## config.mk

```make
export PLATFORM = sky130hd
export DESIGN_NAME = lsu_bridge
export DESIGN_NICKNAME = d
export VERILOG_FILES = /design/src/rtl/lsu_bridge.sv
export SDC_FILE = /design/constraint.sdc
export NUM_CORES = 1
export LEC_CHECK = 0
export BUFFER_PORTS_ARGS = -buffer_cell sky130_fd_sc_hd__buf_4
export CORE_AREA = 2 2 104 106
export DETAILED_ROUTE_END_ITERATION = 12
export DIE_AREA = 0 0 106 108
export PLACE_DENSITY = 0.8
export SETUP_SLACK_MARGIN = 0.3
export SYNTH_ARGS = -nofsm -noshare
export SYNTH_HDL_FRONTEND = slang
export SYNTH_SLANG_ARGS = --single-unit
```

## constraint.sdc

```tcl
create_clock -name clk -period 6 [get_ports clk]
set_clock_uncertainty 0.1 [all_clocks]
set_input_delay 1.2 -clock clk [delete_from_list [all_inputs] [get_ports clk]]
set_output_delay 1.2 -clock clk [all_outputs]
set_load 0.01 [all_outputs]
```

## src/rtl/lsu_bridge.sv

```systemverilog
// lsu_bridge: turns the single-cycle core's combinational data-memory request
// into a registered valid/ready bus transaction. The core is stalled while
// the transaction is in flight, and load data comes back sign- or zero-extended.
// Misaligned or illegal accesses are refused without a bus cycle.
module lsu_bridge #(
  parameter int unsigned TIMEOUT = 0
) (
  input  logic        clk,
  input  logic        reset,
  input  logic        MemWrite,
  input  logic        MemRead,
  input  logic [2:0]  funct3,
  input  logic [31:0] ALUResult,
  input  logic [31:0] WriteData,
  output logic [31:0] ReadData,
  output logic        Stall,
  output logic        MemFault,
  output logic        bus_valid,
  input  logic        bus_ready,
  output logic        bus_we,
  output logic [31:0] bus_addr,
  output logic [31:0] bus_wdata,
  output logic [3:0]  bus_wstrb,
  input  logic [31:0] bus_rdata
);

  typedef enum logic [1:0] {IDLE, REQ, DONE} state_t;

  // The watchdog fires on the last allowed REQ cycle. A zero TIMEOUT disables it.
  localparam bit          WdEnable = (TIMEOUT > 0);
  localparam logic [31:0] WdLimit  = WdEnable ? 32'(TIMEOUT - 1) : 32'd0;

  state_t      stateReg;
  logic [1:0]  offReg;
  logic [2:0]  f3Reg;
  logic [31:0] wdCnt;
  logic        timeoutReg;

  logic        req;
  logic        bad;
  logic [3:0]  strbNext;
  logic [31:0] wdataNext;
  logic [31:0] loadData;
  logic [7:0]  laneByte [4];
  logic [7:0]  byteSel;
  logic [15:0] halfSel;

  assign req = MemWrite | MemRead;

  // Classify the access: reject reserved sizes, unsigned stores and misalignment
  always_comb begin
    bad = 1'b0;
    case (funct3)
      3'b000:  bad = 1'b0;
      3'b001:  bad = ALUResult[0];
      3'b010:  bad = (ALUResult[1:0] != 2'b00);
      3'b100:  bad = MemWrite;
      3'b101:  bad = MemWrite | ALUResult[0];
      default: bad = 1'b1;
    endcase
  end

  // Byte enables and lane-replicated store data for the current request
  always_comb begin
    strbNext  = 4'b1111;
    wdataNext = WriteData;
    case (funct3[1:0])
      2'b00: begin
        strbNext  = 4'b0001 << ALUResult[1:0];
        wdataNext = {4{WriteData[7:0]}};
      end
      2'b01: begin
        strbNext  = 4'b0011 << ALUResult[1:0];
        wdataNext = {2{WriteData[15:0]}};
      end
      default: begin
        strbNext  = 4'b1111;
        wdataNext = WriteData;
      end
    endcase
  end

  // Split the returned word into byte lanes
  for (genvar gi = 0; gi < 4; gi++) begin : gLane
    assign laneByte[gi] = bus_rdata[8*gi +: 8];
  end

  assign byteSel = laneByte[offReg];
  assign halfSel = offReg[1] ? bus_rdata[31:16] : bus_rdata[15:0];

  // Extend the selected lane using the latched access size and sign
  always_comb begin
    case (f3Reg)
      3'b000:  loadData = {{24{byteSel[7]}}, byteSel};
      3'b001:  loadData = {{16{halfSel[15]}}, halfSel};
      3'b100:  loadData = {24'd0, byteSel};
      3'b101:  loadData = {16'd0, halfSel};
      default: loadData = bus_rdata;
    endcase
  end

  assign Stall    = ((stateReg == IDLE) && req && !bad) || (stateReg == REQ);
  assign MemFault = ((stateReg == IDLE) && req && bad) ||
                    ((stateReg == DONE) && timeoutReg);

  // Transaction sequencer: accept in IDLE, hold the bus in REQ, release the core in DONE
  always_ff @(posedge clk or posedge reset) begin
    if (reset) begin
      stateReg   <= IDLE;
      bus_valid  <= 1'b0;
      bus_we     <= 1'b0;
      bus_addr   <= 32'd0;
      bus_wdata  <= 32'd0;
      bus_wstrb  <= 4'd0;
      ReadData   <= 32'd0;
      offReg     <= 2'd0;
      f3Reg      <= 3'd0;
      wdCnt      <= 32'd0;
      timeoutReg <= 1'b0;
    end else begin
      case (stateReg)
        IDLE: begin
          timeoutReg <= 1'b0;
          if (req && !bad) begin
            bus_valid <= 1'b1;
            bus_we    <= MemWrite;
            bus_addr  <= {ALUResult[31:2], 2'b00};
            bus_wdata <= wdataNext;
            bus_wstrb <= MemWrite ? strbNext : 4'b0000;
            offReg    <= ALUResult[1:0];
            f3Reg     <= funct3;
            wdCnt     <= 32'd0;
            stateReg  <= REQ;
          end
        end
        REQ: begin
          if (bus_ready) begin
            if (!bus_we) begin
              ReadData <= loadData;
            end
            bus_valid <= 1'b0;
            stateReg  <= DONE;
          end else if (WdEnable && (wdCnt == WdLimit)) begin
            bus_valid  <= 1'b0;
            ReadData   <= 32'd0;
            timeoutReg <= 1'b1;
            stateReg   <= DONE;
          end else begin
            wdCnt <= wdCnt + 32'd1;
          end
        end
        DONE: begin
          wdCnt      <= 32'd0;
          timeoutReg <= 1'b0;
          stateReg   <= IDLE;
        end
        default: stateReg <= IDLE;
      endcase
    end
  end

endmodule

```

==> flow_metrics.py <==
metrics = {
    "clock_tree": {
        "clkLatencyLatePin_ns": 0.36,
        "cts_tree": "built",
        "clock_sinks": 107,
        "cts_buffers": 9,
        "cts.path.max_buffers": 2,
        "cts_setup_buffers": 0,
        "cts_hold_buf": 0,
        "htree_levels": 3,
        "post_cts_resized": 0,
        "root_buffer": "clkbuf_8",
        "clkTransAtPathRegs_ns": 0.10,
    },
    "critical_path": {
        "cp-start-kind": "input port",
        "end_kind": "primary output",
        "r2r-start": "offReg[1]",
        "crit_path_max_fanout": 14,
        "reg2reg_slack_ns": 3.30,
        "startpoint": "funct3[0]",
        "critPathKind": "input port to primary output",
        "worstPathArrival_ns": 2.65,
        "crit_required_ns": 4.70,
    },
    "timing": {
        "timing.final.hold_violations": 0,
        "grt_setup_unrepaired": "no",
        "post-route-period-util_pct": 65.9,
        "setup_viol": 0,
        "fin_setup_tns_ns": 0,
        "layout_min_cycle_time_ns": 3.95,
        "worst_slew_pin_slew_ns": 1.16,
        "drv_slew": 0,
        "max_freq_mhz": 253,
        "maxSlewHeadroom_pct": 22.2,
    },
    "yosys": {
        "ys_seq_area_share_pct": 54.3,
        "yosys_warnings": 0,
        "synthesis.area_sq_um": 4930,
        "ys_types": 34,
        "synth_top_area_share_pct": 54.3,
        "async_flop_share_pct": 100,
        "syn-instance-count": 476,
        "synth_edf_count": 0,
        "synth_seq_cells": 107,
        "synthTopCellsByArea": "dfrtp_1 54%, mux2_2 8.9%, mux2i_1 6.5%",
        "synth_common_cells": "107 x dfrtp_1, 73 x nand2_1, 41 x o21ai_0, 39 x mux2_2, 34 x a21oi_1",
        "avgSynthCellArea_sq_um": 10.4,
        "yosysMostFrequentCell": "dfrtp_1",
        "synthFlopType": "dfrtp_1",
        "synth.largest_area_cell": "dfrtp_1",
    },
    "finish": {
        "area_growth_pct": 35.9,
        "final_cells": 800,
        "drive_above_1_share_pct": 40.2,
        "n_antenna_cell": 0,
        "final_nets": 764,
        "num-fill-cells": 852,
    },
    "routing": {
        "drt_wl_total_um": 13900,
        "num_vias": 4327,
        "drtPass1Iterations": 4,
        "drt_iter0_markers": 198,
        "drc": 0,
        "ant_nets": 0,
        "vias_per_cell": 5.41,
        "avgRoutedWirePerCell_um": 17.3,
    },
    "global_route": {
        "grt_max_degree": 104,
        "grt_overflow": 0,
        "grt_first_pass_wirelength_um": 22100,
        "track_usage_pct": 24.8,
        "antenna_found_initial": 0,
        "grt_pass1_vias": 4371,
    },
    "floorplanning": {
        "die-area_sq_um": 11400,
        "die_width_um": 106,
        "die_y_um": 108,
        "num_io_pins": 208,
        "core.rowCount": 37,
        "fp.coreArea_sq_um": 10200,
        "initial_core_util_pct": 48.2,
    },
    "run": {
        "drv_cap": 0,
    },
    "placement": {
        "place_inst": 785,
        "gp_congestion": 0.905,
        "port_buffers": 205,
        "place_hpwl_um": 10300,
    },
    "pwr": {
        "swShare_pct": 35.4,
        "seqPwrFrac_pct": 43.9,
        "power-per-cell-area_nw_per_um2": 400,
        "leakage_nw": 3.30,
        "peakVddDrop_v": 0.000214,
        "pwr-share-comb_pct": 40.9,
        "p_switching_w": 0.000947,
        "clkPwrFrac_pct": 15.1,
        "p_int_w": 0.00173,
    },
    "outcome": {
        "status": "completed",
    },
    "min_path": {
        "hold_start": "ReadData[1]",
        "hold_path.class": "flip-flop to flip-flop",
    },
}
## power by group through the flow
stage / combinational, W / sequential [W] / clock (W)
3_5_place_dp: 0.00111 / 0.00119 / 0
2_1_floorplan: 0.000419 / 0.00127 / 0
5_1_grt: 0.00120 / 0.00122 / 0.000448
3_3_place_gp: 0.00108 / 0.00117 / 0
4_1_cts: 0.00111 / 0.00118 / 0.000417
6_report: 0.00110 / 0.00118 / 0.000405
## cells by family after synthesis
| logic type | after synthesis | synth area share (%) |
|---|---|---|
| AO/OA/AOI/OAI | 109 | 13.2 |
| buffers and inverters | 46 | 3.98 |
| flip-flops | 107 | 54.3 |
| multiplexers | 71 | 15.4 |
| other | 1 | 0.0761 |
| AND/OR/NAND/NOR | 142 | 13.0 |
## worst paths after layout
kind,endpoint,depth (start not counted)
hold reg to reg,ReadData[1],2
setup reg to reg,ReadData[22],3
min in group asynchronous,ReadData[16],2
setup / recovery,Stall,5
max in group asynchronous,offReg[1],3
hold / removal,ReadData[1],2
## metal layers
layer	vias to the layer above	GRT usage, %	wire length (um)
met3	20	8.44	1400
met4	0	9.12	316
li1	2039	-	-
met5	-	0	0
met1	2063	30.8	5360
met2	205	40.5	6780
## state kept, by name, summed over array words and instances, names as in the netlist
| register | flops |
|---|---|
| ReadData | 32 |
| bus_wdata | 32 |
| bus_addr | 30 |
| bus_wstrb | 4 |
| f3Reg | 3 |
| offReg | 2 |
| stateReg | 2 |
| bus_valid | 1 |
| bus_we | 1 |
## stage by stage
step | area [sq um] | utilization [%] | total power, W | setup WS (ns) | hold WS (ns)
final | 6700 | 65.5 | 0.00268 | 2.05 | 0.388
after global routing | 6700 | 65.5 | 0.00286 | 2.02 | 0.414
after CTS | 6700 | 65.5 | 0.00270 | 2.05 | 0.392
after detailed placement | 6530 | 63.8 | 0.00230 | 2.06 | 0.368
after global placement | 6530 | 63.8 | 0.00225 | 2.07 | 0.362
after floorplan | 4930 | - | 0.00169 | 1.88 | 0.397
## area by class of cell
class	count	area (sq um)	share of cell area, %
Inverter	9	36.3	0.542
Clock inverter	4	27.5	0.411
Tap cell	136	170	2.54
Sequential cell	107	2680	40.0
Clock buffer	11	141	2.11
Multi-Input combinational cell	324	2080	31.0
Timing Repair Buffer	209	1570	23.4
## placed cells by master, fill, tap and decap left out, types with 2 or more instances in the layout
cell and instances:
o31ai_1 9, nand3b_1 7, o21ai_0 41, inv_1 8, mux2i_1 32, conb_1 2
clkbuf_8 10, nand2_1 73, dfrtp_1 107, a311oi_1 7, mux2_2 39, buf_4 209
nand3_1 32, a21oi_1 34, clkinv_2 2, nor2_1 19, a22o_1 4, nand2b_1 2
o211ai_1 8, nor2b_1 3, clkinv_4 2
## critical path, stage by stage
cell and delay, ns:
buf_4 0.18, or4_4 0.56, a2111o_2 0.50, nand2_1 0.08
buf_4 0.12
Power figures use the tool's default switching activity.
